$ cat src/rtl/hash_verify_ctrl_pkg.sv
// Shared definitions for the hash verify controller: FSM encoding and core-derived defaults.
// No logic; constants and types only.
// Timeout default is derived from the core round count plus handshake overhead.
package hash_verify_ctrl_pkg;

    localparam int MSG_W_DEF      = 32;
    localparam int DIG_W_DEF      = 32;
    localparam int CNT_W_DEF      = 16;

    // Core runs one round per cycle; overhead covers its own load/unload cycles.
    localparam int CORE_ROUNDS    = 64;
    localparam int CORE_OVERHEAD  = 16;
    localparam int TIMEOUT_DEF    = CORE_ROUNDS + CORE_OVERHEAD;

    // Core initial value bytes {A,B,C,D}
    localparam logic [7:0] IV_A0 = 8'h67;
    localparam logic [7:0] IV_B0 = 8'hEF;
    localparam logic [7:0] IV_C0 = 8'h98;
    localparam logic [7:0] IV_D0 = 8'h10;

    typedef enum logic [2:0] {
        ST_IDLE  = 3'd0,
        ST_START = 3'd1,
        ST_WAIT  = 3'd2,
        ST_CMP   = 3'd3,
        ST_RESP  = 3'd4
    } state_t;

    // Digest the core would report for an empty round schedule.
    function automatic logic [31:0] core_iv();
        return {IV_A0, IV_B0, IV_C0, IV_D0};
    endfunction

endpackage

$ cat src/rtl/hash_verify_ctrl_if.sv
// Request/verdict channel between host and hash verify controller.
// Pure wiring, no latency.
// Both channels are valid/ready; producer holds payload until the handshake.
interface hash_verify_ctrl_if
    import hash_verify_ctrl_pkg::*;
#(
    parameter int MSG_W = MSG_W_DEF,
    parameter int DIG_W = DIG_W_DEF
) ();

    logic             in_valid;
    logic             in_ready;
    logic [MSG_W-1:0] in_msg;
    logic [DIG_W-1:0] in_expect;
    logic             res_valid;
    logic             res_ready;
    logic             res_match;
    logic             res_timeout;
    logic [DIG_W-1:0] res_digest;

    // Host side: issues requests, consumes verdicts
    modport master (
        output in_valid, in_msg, in_expect, res_ready,
        input  in_ready, res_valid, res_match, res_timeout, res_digest
    );

    // Controller side: accepts requests, produces verdicts
    modport slave (
        input  in_valid, in_msg, in_expect, res_ready,
        output in_ready, res_valid, res_match, res_timeout, res_digest
    );

endinterface

$ cat src/rtl/hash_verify_ctrl_sat_counter.sv
// Saturating up-counter used for pass/fail statistics.
// Increments on the edge after en; value visible next cycle.
// No backpressure; holds at all-ones instead of wrapping.
module hash_verify_ctrl_sat_counter #(
    parameter int CNT_W = 16
) (
    input  logic             clk,
    input  logic             rst,
    input  logic             en,
    output logic [CNT_W-1:0] cnt
);

    // Count enabled events, stick at all-ones
    always_ff @(posedge clk) begin
        if (!rst) begin
            cnt <= '0;
        end else if (en && (cnt != '1)) begin
            cnt <= cnt + CNT_W'(1);
        end
    end

endmodule

$ cat src/rtl/hash_verify_ctrl.sv
// Hash verify controller: starts the core on a request, compares its digest to the expected one, returns a verdict.
// Latency: accept edge k -> hash_start in cycle k+1; done in cycle d -> res_valid in cycle d+2; timeout after TIMEOUT wait cycles.
// One request in flight; in_ready low from accept until the verdict is consumed; verdict held while res_ready is low.
module hash_verify_ctrl
    import hash_verify_ctrl_pkg::*;
#(
    parameter int MSG_W   = MSG_W_DEF,
    parameter int DIG_W   = DIG_W_DEF,
    parameter int TIMEOUT = TIMEOUT_DEF,
    parameter int CNT_W   = CNT_W_DEF
) (
    input  logic             clk,
    input  logic             rst,
    hash_verify_ctrl_if.slave bus,
    output logic             hash_start,
    output logic [MSG_W-1:0] hash_msg,
    input  logic             hash_done,
    input  logic [DIG_W-1:0] hash_digest,
    output logic [CNT_W-1:0] pass_cnt,
    output logic [CNT_W-1:0] fail_cnt
);

    localparam int TMR_W = (TIMEOUT > 1) ? $clog2(TIMEOUT) : 1;

    state_t           state_q;
    state_t           state_d;
    logic [MSG_W-1:0] msg_q;
    logic [DIG_W-1:0] expect_q;
    logic [DIG_W-1:0] digest_q;
    logic [TMR_W-1:0] timer_q;
    logic             timer_exp;
    logic             res_match_q;
    logic             res_timeout_q;
    logic [DIG_W-1:0] res_digest_q;
    logic             pass_en;
    logic             fail_en;

    // Last permitted wait cycle; done in this same cycle still takes priority
    assign timer_exp = (timer_q == TMR_W'(TIMEOUT - 1));

    // State register
    always_ff @(posedge clk) begin
        if (!rst) begin
            state_q <= ST_IDLE;
        end else begin
            state_q <= state_d;
        end
    end

    // Next-state logic
    always_comb begin
        state_d = state_q;
        case (state_q)
            ST_IDLE:  if (bus.in_valid) state_d = ST_START;
            ST_START: state_d = ST_WAIT;
            ST_WAIT: begin
                if (hash_done)      state_d = ST_CMP;
                else if (timer_exp) state_d = ST_RESP;
            end
            ST_CMP:   state_d = ST_RESP;
            ST_RESP:  if (bus.res_ready) state_d = ST_IDLE;
            default:  state_d = ST_IDLE;
        endcase
    end

    // State-decoded outputs and statistic strobes
    always_comb begin
        bus.in_ready  = 1'b0;
        hash_start    = 1'b0;
        bus.res_valid = 1'b0;
        pass_en       = 1'b0;
        fail_en       = 1'b0;
        case (state_q)
            ST_IDLE:  bus.in_ready = 1'b1;
            ST_START: hash_start   = 1'b1;
            ST_RESP: begin
                bus.res_valid = 1'b1;
                pass_en       = bus.res_ready &  res_match_q;
                fail_en       = bus.res_ready & ~res_match_q;
            end
            default: ;
        endcase
    end

    // Capture registers, wait timer and verdict registers
    always_ff @(posedge clk) begin
        if (!rst) begin
            msg_q         <= '0;
            expect_q      <= '0;
            digest_q      <= '0;
            timer_q       <= '0;
            res_match_q   <= 1'b0;
            res_timeout_q <= 1'b0;
            res_digest_q  <= '0;
        end else begin
            case (state_q)
                ST_IDLE: begin
                    if (bus.in_valid) begin
                        msg_q    <= bus.in_msg;
                        expect_q <= bus.in_expect;
                    end
                end
                ST_START: timer_q <= '0;
                ST_WAIT: begin
                    timer_q <= timer_q + TMR_W'(1);
                    if (hash_done) begin
                        digest_q <= hash_digest;
                    end else if (timer_exp) begin
                        res_timeout_q <= 1'b1;
                        res_match_q   <= 1'b0;
                        res_digest_q  <= '0;
                    end
                end
                ST_CMP: begin
                    res_match_q   <= (digest_q == expect_q);
                    res_timeout_q <= 1'b0;
                    res_digest_q  <= digest_q;
                end
                default: ;
            endcase
        end
    end

    assign hash_msg        = msg_q;
    assign bus.res_match   = res_match_q;
    assign bus.res_timeout = res_timeout_q;
    assign bus.res_digest  = res_digest_q;

    hash_verify_ctrl_sat_counter #(.CNT_W(CNT_W)) u_pass_cnt (
        .clk (clk),
        .rst (rst),
        .en  (pass_en),
        .cnt (pass_cnt)
    );

    hash_verify_ctrl_sat_counter #(.CNT_W(CNT_W)) u_fail_cnt (
        .clk (clk),
        .rst (rst),
        .en  (fail_en),
        .cnt (fail_cnt)
    );

endmodule

$ cat src/flat_wrapper.sv
// flat-port wrapper written by rule: the top's interface ports become plain ports
module hash_verify_ctrl_flat import hash_verify_ctrl_pkg::*;
#(
    parameter int MSG_W   = MSG_W_DEF,
    parameter int DIG_W   = DIG_W_DEF,
    parameter int TIMEOUT = TIMEOUT_DEF,
    parameter int CNT_W   = CNT_W_DEF
)
  (clk, rst, hash_start, hash_msg, hash_done, hash_digest, pass_cnt, fail_cnt, bus_in_valid, bus_in_msg, bus_in_expect, bus_res_ready, bus_in_ready, bus_res_valid, bus_res_match, bus_res_timeout, bus_res_digest);
  hash_verify_ctrl_if #(.MSG_W(MSG_W), .DIG_W(DIG_W)) bus_i ();
  input  logic clk;
  input  logic rst;
  output logic hash_start;
  output logic [MSG_W-1:0] hash_msg;
  input  logic hash_done;
  input  logic [DIG_W-1:0] hash_digest;
  output logic [CNT_W-1:0] pass_cnt;
  output logic [CNT_W-1:0] fail_cnt;
  input wire logic [$bits(bus_i.in_valid)-1:0] bus_in_valid;
  input wire logic [$bits(bus_i.in_msg)-1:0] bus_in_msg;
  input wire logic [$bits(bus_i.in_expect)-1:0] bus_in_expect;
  input wire logic [$bits(bus_i.res_ready)-1:0] bus_res_ready;
  output wire logic [$bits(bus_i.in_ready)-1:0] bus_in_ready;
  output wire logic [$bits(bus_i.res_valid)-1:0] bus_res_valid;
  output wire logic [$bits(bus_i.res_match)-1:0] bus_res_match;
  output wire logic [$bits(bus_i.res_timeout)-1:0] bus_res_timeout;
  output wire logic [$bits(bus_i.res_digest)-1:0] bus_res_digest;
  assign bus_i.in_valid = bus_in_valid;
  assign bus_i.in_msg = bus_in_msg;
  assign bus_i.in_expect = bus_in_expect;
  assign bus_i.res_ready = bus_res_ready;
  assign bus_in_ready = bus_i.in_ready;
  assign bus_res_valid = bus_i.res_valid;
  assign bus_res_match = bus_i.res_match;
  assign bus_res_timeout = bus_i.res_timeout;
  assign bus_res_digest = bus_i.res_digest;
  hash_verify_ctrl #(.MSG_W(MSG_W), .DIG_W(DIG_W), .TIMEOUT(TIMEOUT), .CNT_W(CNT_W)) u_core (.clk(clk), .rst(rst), .bus(bus_i), .hash_start(hash_start), .hash_msg(hash_msg), .hash_done(hash_done), .hash_digest(hash_digest), .pass_cnt(pass_cnt), .fail_cnt(fail_cnt));
endmodule
$ cat config.mk
export PLATFORM = sky130hd
export DESIGN_NAME = hash_verify_ctrl_flat
export DESIGN_NICKNAME = d
export VERILOG_FILES = /design/src/rtl/hash_verify_ctrl_pkg.sv /design/src/rtl/hash_verify_ctrl_if.sv /design/src/rtl/hash_verify_ctrl_sat_counter.sv /design/src/rtl/hash_verify_ctrl.sv /design/src/flat_wrapper.sv
export SDC_FILE = /design/constraint.sdc
export NUM_CORES = 1
export LEC_CHECK = 0
export CAP_MARGIN = 25
export CORE_MARGIN = 2
export CORE_UTILIZATION = 45
export DETAILED_ROUTE_END_ITERATION = 16
export PLACE_DENSITY = 0.75
export RECOVER_POWER = 25
export REMOVE_ABC_BUFFERS = 1
export SYNTH_ARGS = -nofsm -noshare
export SYNTH_HDL_FRONTEND = slang
export SYNTH_SLANG_ARGS = --single-unit
$ cat constraint.sdc
create_clock -name clk -period 2.25 [get_ports clk]
set_clock_uncertainty 0.2 [all_clocks]
set_input_delay 0.45 -clock clk [delete_from_list [all_inputs] [get_ports clk]]
set_output_delay 0.45 -clock clk [all_outputs]
set_load 0.01 [all_outputs]
==> PnR_summary.wiki, run 1 <==
{| class="wikitable"
! Metric !! Value
|-
| Post-layout nets || 1143
|-
| Cell type of the slowest stage on the worst timing path || sky130_fd_sc_hd__dlygate4sd3_1
|-
| Total Neg Setup Slack || 0 ns
|-
| CTS tree || done
|-
| Number of violations reported at the end of detailed-routing iteration 0 || 222
|-
| Seq/Total Area, Yosys || between 40% and 50%
|-
| Hold Violations, Final || 0
|-
| Critical Path End Type || register
|-
| Flip-flop and latch count after synthesis || 172
|-
| Root buffer selected by CTS || sky130_fd_sc_hd__clkbuf_16
|-
| Most used flip-flop cell after synthesis || sky130_fd_sc_hd__dfxtp_1
|-
| Design Power || 0.00742 W
|-
| Clock latency on the worst-skew pair || 0.42 ns
|-
| Site row count || 46
|-
| Via count of the first global-routing pass || 6163
|-
| Router iterations before antenna repair || 4
|-
| Leakage power summed over all cells || 3.78 nW
|-
| Residual overflow from global routing || 0
|-
| Power density over cell area || 709 mW/mm²
|-
| Max-Cap Viols || 0
|-
| Critical Path Source Type || input pin
|-
| Number of slew-limit violations in the final report || 0
|-
| Number of buffer cells added on primary ports || 201
|-
| Clock-pin slew reported for the worst setup and hold paths after clock tree synthesis || about 0.060 ns
|-
| Peak clock frequency supported by timing || 0.462 GHz
|-
| Max H-tree Level || 4
|-
| Portion of the clock cycle consumed by the worst path in the final layout || 96.1%
|-
| Post-route antenna net violation count || 0
|-
| DIE AREA || 0.0175 mm²
|-
| Floorplan core area || 0.0159 mm²
|-
| Final critical delay including setup and external delays || around 2.2 ns
|-
| Multi-input logic area || 0.00369 mm²
|-
| Largest net degree at the start of global routing || 94
|-
| Total setup violations reported at the end of the flow || 0
|-
| Buffers & Inverters on Critical Path || 3
|-
| Fraction of registers with async set or reset after synthesis || 0%
|-
| Layout overhead on the synthesized area || 41.5%
|-
| Count of cell types in the netlist || 52
|-
| DRC Markers || 0
|-
| Clock buffers created by TritonCTS || 17
|-
| Die width || 132 µm
|-
| Initial cell density of the core || between 40% and 50%
|-
| Detail-routed via count per cell || 5.06
|-
| Worst Max-Slew Pin Slew || 0.481 ns
|-
| Clock sink total || 172
|-
| DRT Wirelength || between 15000 and 20000 µm
|-
| Number of synthesis warnings || 0
|-
| Overall global routing resource usage || 22.1%
|-
| Worst Hold Class || input pin to register
|-
| Number of antenna cells inserted || 0
|-
| Mapped cell area || 0.00739 mm²
|-
| Detailed-placement wirelength estimate || 13300 µm
|-
| Resize count post-CTS || 11
|-
| Number of cells produced by synthesis || 838
|-
| Post-CTS Hold Fix Bufs || 0
|-
| Die height || 132 µm
|-
| Largest stage delay, worst path || 0.60 ns
|-
| Final weighted congestion in routability-driven placement || between 0.8 and 0.9
|-
| Proportion of layout cells with a drive suffix above 1 || 7.03%
|-
| Antenna violations before repair || 0
|-
| Post-synthesis average cell area || 8.82 µm²
|-
| Kind of critical path || input pin to register
|-
| Per-cell routed wire length || 15.1 µm
|-
| Result of the run || complete, no violations
|-
| Global-route wire length before repair || 30900 µm
|-
| Routed vias || 6414
|-
| Fillers || 1386
|-
| Worst Path Required || 2.36 ns
|-
| Number of top-level pins || 202
|-
| Gate family responsible for the most delay along the worst path || buffers and inverters
|-
| Rel. slew slack || 67.7%
|-
| Deepest clock path buffer count || 2
|-
| Post CTS Setup Buffer Count || 0
|-
| RSZ-0062 raised after global routing || no
|-
| Cell chain of the critical path || dlygate4sd3_1 -> nand4bb_2 -> buf_12 -> nor3b_4 -> clkbuf_1 -> nand4_1 -> xnor2_1 -> and2_1
|-
| Worst path arrival time || 2.27 ns
|-
| Number of flops mapped to enable cells by yosys || 0
|-
| Maximum resistive drop on vdd || between 0.5 and 0.6 mV
|-
| Largest fanout on the critical path || 5
|-
| Area taken by flip-flops and latches || 0.00345 mm²
|}
-- layout make-up --
cell class	count	area share, %
Clock inverter	11	2.03
Multi-Input combinational cell	607	35.2
Timing Repair Buffer	236	22.5
Sequential cell	172	32.9
Tap cell	216	2.58
Inverter	5	0.179
Clock buffer	21	4.50
-- flip-flops by register name, indices dropped and copies added (netlist names) --
signal	flops
u_core.bus.res_digest	32
u_core.digest_q	32
u_core.expect_q	32
u_core.hash_msg	32
u_core.u_fail_cnt.cnt	16
u_core.u_pass_cnt.cnt	16
u_core.timer_q	7
u_core.state_q	3
u_core.bus.res_match	1
u_core.bus.res_timeout	1
-- report_power, final --
group / switching, W / internal [W] / leakage, nW / total [W]
registers: 0.0000796 / 0.00316 / 1.40 / 0.00324
logic: 0.000380 / 0.000452 / 2.04 / 0.000832
clock network: 0.00118 / 0.00217 / 0.337 / 0.00335
total: 0.00164 / 0.00578 / 3.78 / 0.00742
-- logic make-up after synthesis --
| kind of cell | synth area share [%] |
|---|---|
| AOI/OAI and AO/OA | 16.6 |
| xor gates and xnor gates | 6.64 |
| adders and majority gates | 0.508 |
| buffers and inverters | 3.61 |
| DFF | 46.6 |
| muxes | 0.677 |
| and+or+nand+nor | 25.4 |
-- final timing paths --
path	cells past startpoint	endpoint	slack [ns]	startpoint
min reg2reg	2	u_core.hash_msg[20]$_SDFFE_PN0P_	0.25	u_core.hash_msg[20]$_SDFFE_PN0P_
max	8	u_core.u_fail_cnt.cnt[10]$_SDFFE_PN0P_	0.09	bus_res_ready
min	2	u_core.expect_q[11]$_SDFFE_PN0P_	0.24	rst
max reg2reg	7	u_core.u_fail_cnt.cnt[10]$_SDFFE_PN0P_	0.18	u_core.state_q[2]$_SDFFE_PN0P_
-- per-stage QoR --
stage	setup slack [ns]	cell area [µm²]	util (%)	hold slack [ns]	std cells
2_1_floorplan	-0.242	7140	-	0.255	784
3_3_place_gp	-0.149	9830	61.7	0.241	1236
3_5_place_dp	-0.168	9830	61.7	0.245	1236
4_1_cts	0.0527	10500	66.1	0.224	1268
5_1_grt	0.0150	10500	65.6	0.233	1268
6_report	0.0873	10500	65.6	0.239	1268
-- cells in the mapped netlist, types with 7 or more instances --
library cell               number  share of area, %
sky130_fd_sc_hd__nor2b_1       36               3.0
sky130_fd_sc_hd__nand4_1       17               1.4
sky130_fd_sc_hd__nand2_1      216                11
sky130_fd_sc_hd__xor2_1        17               2.0
sky130_fd_sc_hd__a22oi_1       32               3.2
sky130_fd_sc_hd__a21boi_0      80               8.1
sky130_fd_sc_hd__xnor2_1       39               4.6
sky130_fd_sc_hd__a21oi_1        7              0.47
sky130_fd_sc_hd__nor2_1         9              0.46
sky130_fd_sc_hd__buf_2         18               1.2
sky130_fd_sc_hd__and3_1        14               1.2
sky130_fd_sc_hd__clkbuf_1      27               1.4
sky130_fd_sc_hd__and2_1        31               2.6
sky130_fd_sc_hd__a21boi_1      24               2.4
sky130_fd_sc_hd__o21ai_0        9              0.61
sky130_fd_sc_hd__dfxtp_1      172                47
sky130_fd_sc_hd__nand3_1       19               1.3
-- worst reg2reg max path, cell delays in order (launching register included) --
cell and delay [ns]:
sky130_fd_sc_hd__dfxtp_1 0.52, sky130_fd_sc_hd__nand4bb_2 0.20, sky130_fd_sc_hd__buf_12 0.17, sky130_fd_sc_hd__nor3b_4 0.22, sky130_fd_sc_hd__clkbuf_1 0.23, sky130_fd_sc_hd__nand4_1 0.14, sky130_fd_sc_hd__xnor2_1 0.14, sky130_fd_sc_hd__and2_1 0.15
-- layer usage --
metal / share of wire (%) / wire length [µm] / GRT usage, % / vias up
li1: - / - / - / 3234
met4: 0.98 / 187 / 5.80 / 0
met2: 46 / 8900 / 35.8 / 184
met1: 43 / 8310 / 26.8 / 2985
met3: 9.3 / 1780 / 9.50 / 11
met5: 0 / 0 / 0 / -
-- placed cells by master (no fill, tap or decap), drive strengths merged, types with 19 or more instances in the layout --
cell type and n:
a22oi 32, nor2b 36, dfxtp 172, a21boi 104
nand2 216, and2 31, clkdlybuf4s50 196, buf 26
clkbuf 31, xnor2 39, nand3 19
(Power assumes the default switching activity.)
==> inputs of run 2 (changes only) <==
Settings changed: CORE_MARGIN 2 to unset.
==> PnR_summary.wiki, run 2 (synthesis results as in run 1) <==
{| class="wikitable"
! Metric !! Value
|-
| Result of the run || complete, no violations
|-
| Site row count || 46 (unchanged)
|-
| Clock latency on the worst-skew pair || 0.43 ns (about the same)
|-
| Instance count after placement with tap cells included || 1234 (-0.16%)
|-
| Critical Path End Type || output pin
|-
| Initial cell density of the core || 46.4% (unchanged)
|-
| Gate family responsible for the most delay along the worst path || buffers and inverters
|-
| Antenna violations before repair || 0 (unchanged)
|-
| Routed vias || 6427 (+0.20%)
|-
| Total setup violations reported at the end of the flow || 0 (unchanged)
|-
| Die width || 130 µm (-1.5%)
|-
| Clock sink total || 172 (unchanged)
|-
| Leakage power summed over all cells || 3.77 nW (-0.27%)
|-
| Number of slew-limit violations in the final report || 0 (unchanged)
|-
| Max-Cap Viols || 0 (unchanged)
|-
| Deepest clock path buffer count || 2 (unchanged)
|-
| Clock-pin slew reported for the worst setup and hold paths after clock tree synthesis || 0.06 ns (about the same)
|-
| Die height || 130 µm (-1.5%)
|-
| Number of violations reported at the end of detailed-routing iteration 0 || 251 (+13%)
|-
| Final critical delay including setup and external delays || 2.16 ns (+0.000582 ns)
|-
| Rel. slew slack || 67.0% (-0.61 points)
|-
| Final weighted congestion in routability-driven placement || 0.826 (+0.76%)
|-
| Worst Max-Slew Pin Slew || 0.493 ns (+0.0116 ns)
|-
| Per-cell routed wire length || 15.0 µm (-0.72%)
|-
| Largest fanout on the critical path || 8 (+3)
|-
| Critical Path Source Type || register
|-
| Largest stage delay, worst path || 0.60 ns (about the same)
|-
| End of the worst register-to-register path || u_core.bus.res_digest[5]$_SDFFE_PN0P_
|-
| Worst Hold Slack || 0.260 ns (+0.0201 ns)
|-
| Worst Path Required || 1.60 ns (-0.76 ns)
|-
| Register-to-register setup slack || 0.20 ns (+0.02 ns)
|-
| Number of top-level pins || 202 (unchanged)
|-
| Post-layout nets || 1141 (-0.17%)
|-
| Number of buffer cells added on primary ports || 201 (unchanged)
|-
| Global-route wire length before repair || 31000 µm (+0.38%)
|-
| Root buffer selected by CTS || sky130_fd_sc_hd__clkbuf_16
|-
| Hold Violations, Final || 0 (unchanged)
|-
| Buffers & Inverters on Critical Path || 1 (-2)
|-
| Max H-tree Level || 4 (unchanged)
|-
| Router iterations before antenna repair || 4 (unchanged)
|-
| Portion of the clock cycle consumed by the worst path in the final layout || 96.1% (about the same)
|-
| Number of gates on the worst path with buffers counted || 1 (-7)
|-
| Via count of the first global-routing pass || 6215 (+0.84%)
|-
| Worst Hold Class || register to register
|-
| Clock buffers created by TritonCTS || 17 (unchanged)
|-
| CTS tree || done
|-
| Worst-case reg-to-reg path depth || 7 (unchanged)
|-
| Largest net degree at the start of global routing || 56 (-40%)
|-
| Most used cells in the layout excluding fill and tap cells || sky130_fd_sc_hd__nand2_1, sky130_fd_sc_hd__clkdlybuf4s50_1, sky130_fd_sc_hd__dfxtp_1
|-
| Layout overhead on the synthesized area || 41.1%
|-
| Post-CTS Hold Fix Bufs || 0 (unchanged)
|-
| Number of antenna cells inserted || 0 (unchanged)
|-
| Residual overflow from global routing || 0 (unchanged)
|-
| Cell chain of the critical path || clkdlybuf4s50_1
|-
| RSZ-0062 raised after global routing || no
|-
| Cell type of the slowest stage on the worst timing path || sky130_fd_sc_hd__clkdlybuf4s50_1
|-
| RR Startpoint || u_core.timer_q[0]$_SDFFE_PN0P_
|-
| Critical path startpoint || u_core.u_pass_cnt.cnt[12]$_SDFFE_PN0P_
|-
| Maximum resistive drop on vdd || 0.534 mV (-1.3%)
|-
| Leading cell type in the layout, fill and taps excluded || sky130_fd_sc_hd__nand2_1
|-
| Detailed-placement wirelength estimate || 13400 µm (+0.82%)
|-
| Critical path destination || pass_cnt[12]
|-
| Worst path arrival time || 1.51 ns (-0.76 ns)
|-
| Total Neg Setup Slack || 0 ns (unchanged)
|-
| Overall global routing resource usage || 23.7% (+1.7 points)
|-
| Fillers || 1369 (-1.2%)
|-
| Floorplan core area || 0.0159 mm² (unchanged)
|-
| Kind of critical path || register to output pin
|-
| Power density over cell area || 696 mW/mm² (-1.8%)
|-
| DIE AREA || 0.0169 mm² (-3.0%)
|-
| Proportion of layout cells with a drive suffix above 1 || 7.53% (+0.50 points)
|-
| Post-route antenna net violation count || 0 (unchanged)
|-
| Design Power || 0.00726 W (-2.1%)
|-
| Detail-routed via count per cell || 5.08 (+0.44%)
|-
| DRT Wirelength || 19000 µm (-0.96%)
|-
| Peak clock frequency supported by timing || 0.462 GHz (about the same)
|-
| DRC Markers || 0 (unchanged)
|-
| Number of cells in the finished layout apart from fillers || 1265 (-0.24%)
|}
## run 2: metal layers
layer / wire length (µm) / vias to the layer above / track usage [%] / share of wire [%]
li1: - / 3234 / - / -
met1: 8280 / 2994 / 28.0 / 44
met2: 8790 / 186 / 39.1 / 46
met3: 1720 / 13 / 10.0 / 9.0
met4: 203 / 0 / 7.11 / 1.1
met5: 0 / - / 0 / 0
## run 2: how the worst min path moves through the flow
stage,endpoint,depth (start not counted),from,slack [ns]
floorplan,u_core.expect_q[11]$_SDFFE_PN0P_,2,u_core.expect_q[11]$_SDFFE_PN0P_,0.26
global placement,u_core.hash_msg[18]$_SDFFE_PN0P_,2,u_core.hash_msg[18]$_SDFFE_PN0P_,0.24
detailed placement,u_core.hash_msg[12]$_SDFFE_PN0P_,2,u_core.hash_msg[12]$_SDFFE_PN0P_,0.25
CTS,u_core.hash_msg[21]$_SDFFE_PN0P_,2,u_core.hash_msg[21]$_SDFFE_PN0P_,0.25
global route,u_core.hash_msg[3]$_SDFFE_PN0P_,2,u_core.hash_msg[3]$_SDFFE_PN0P_,0.28
finish,u_core.hash_msg[31]$_SDFFE_PN0P_,2,u_core.hash_msg[31]$_SDFFE_PN0P_,0.26
## run 2: what timing repair did
action                                  4_1_cts  5_1_grt
resized for setup                            10        1
setup buffers                                 0        0
endpoints found under the setup margin        3        1
## run 2: power breakdown
group	internal (W)	total [W]	switching (W)
Clock	0.00201	0.00322	0.00121
Sequential	0.00316	0.00323	0.0000766
Combinational	0.000438	0.000809	0.000371
## run 2: final cells by class
class / count / area [µm²] / share of cell area, %
multi-input cells: 607 / 3710 / 35.6
flip-flops and latches: 172 / 3450 / 33.1
repair buffers: 234 / 2330 / 22.3
clock buffers: 22 / 494 / 4.74
well taps: 216 / 270 / 2.59
clock inverters: 9 / 158 / 1.51
inverters: 5 / 18.8 / 0.180
## run 2: per-stage QoR
stage | utilization, % | setup WS (ns) | instance area (µm²)
2_1_floorplan | - | -0.242 | 7140
3_3_place_gp | 61.4 | -0.137 | 9790
3_5_place_dp | 61.4 | -0.193 | 9790
4_1_cts | 65.6 | 0.0402 | 10500
5_1_grt | 65.4 | 0.0178 | 10400
6_report | 65.4 | 0.0867 | 10400
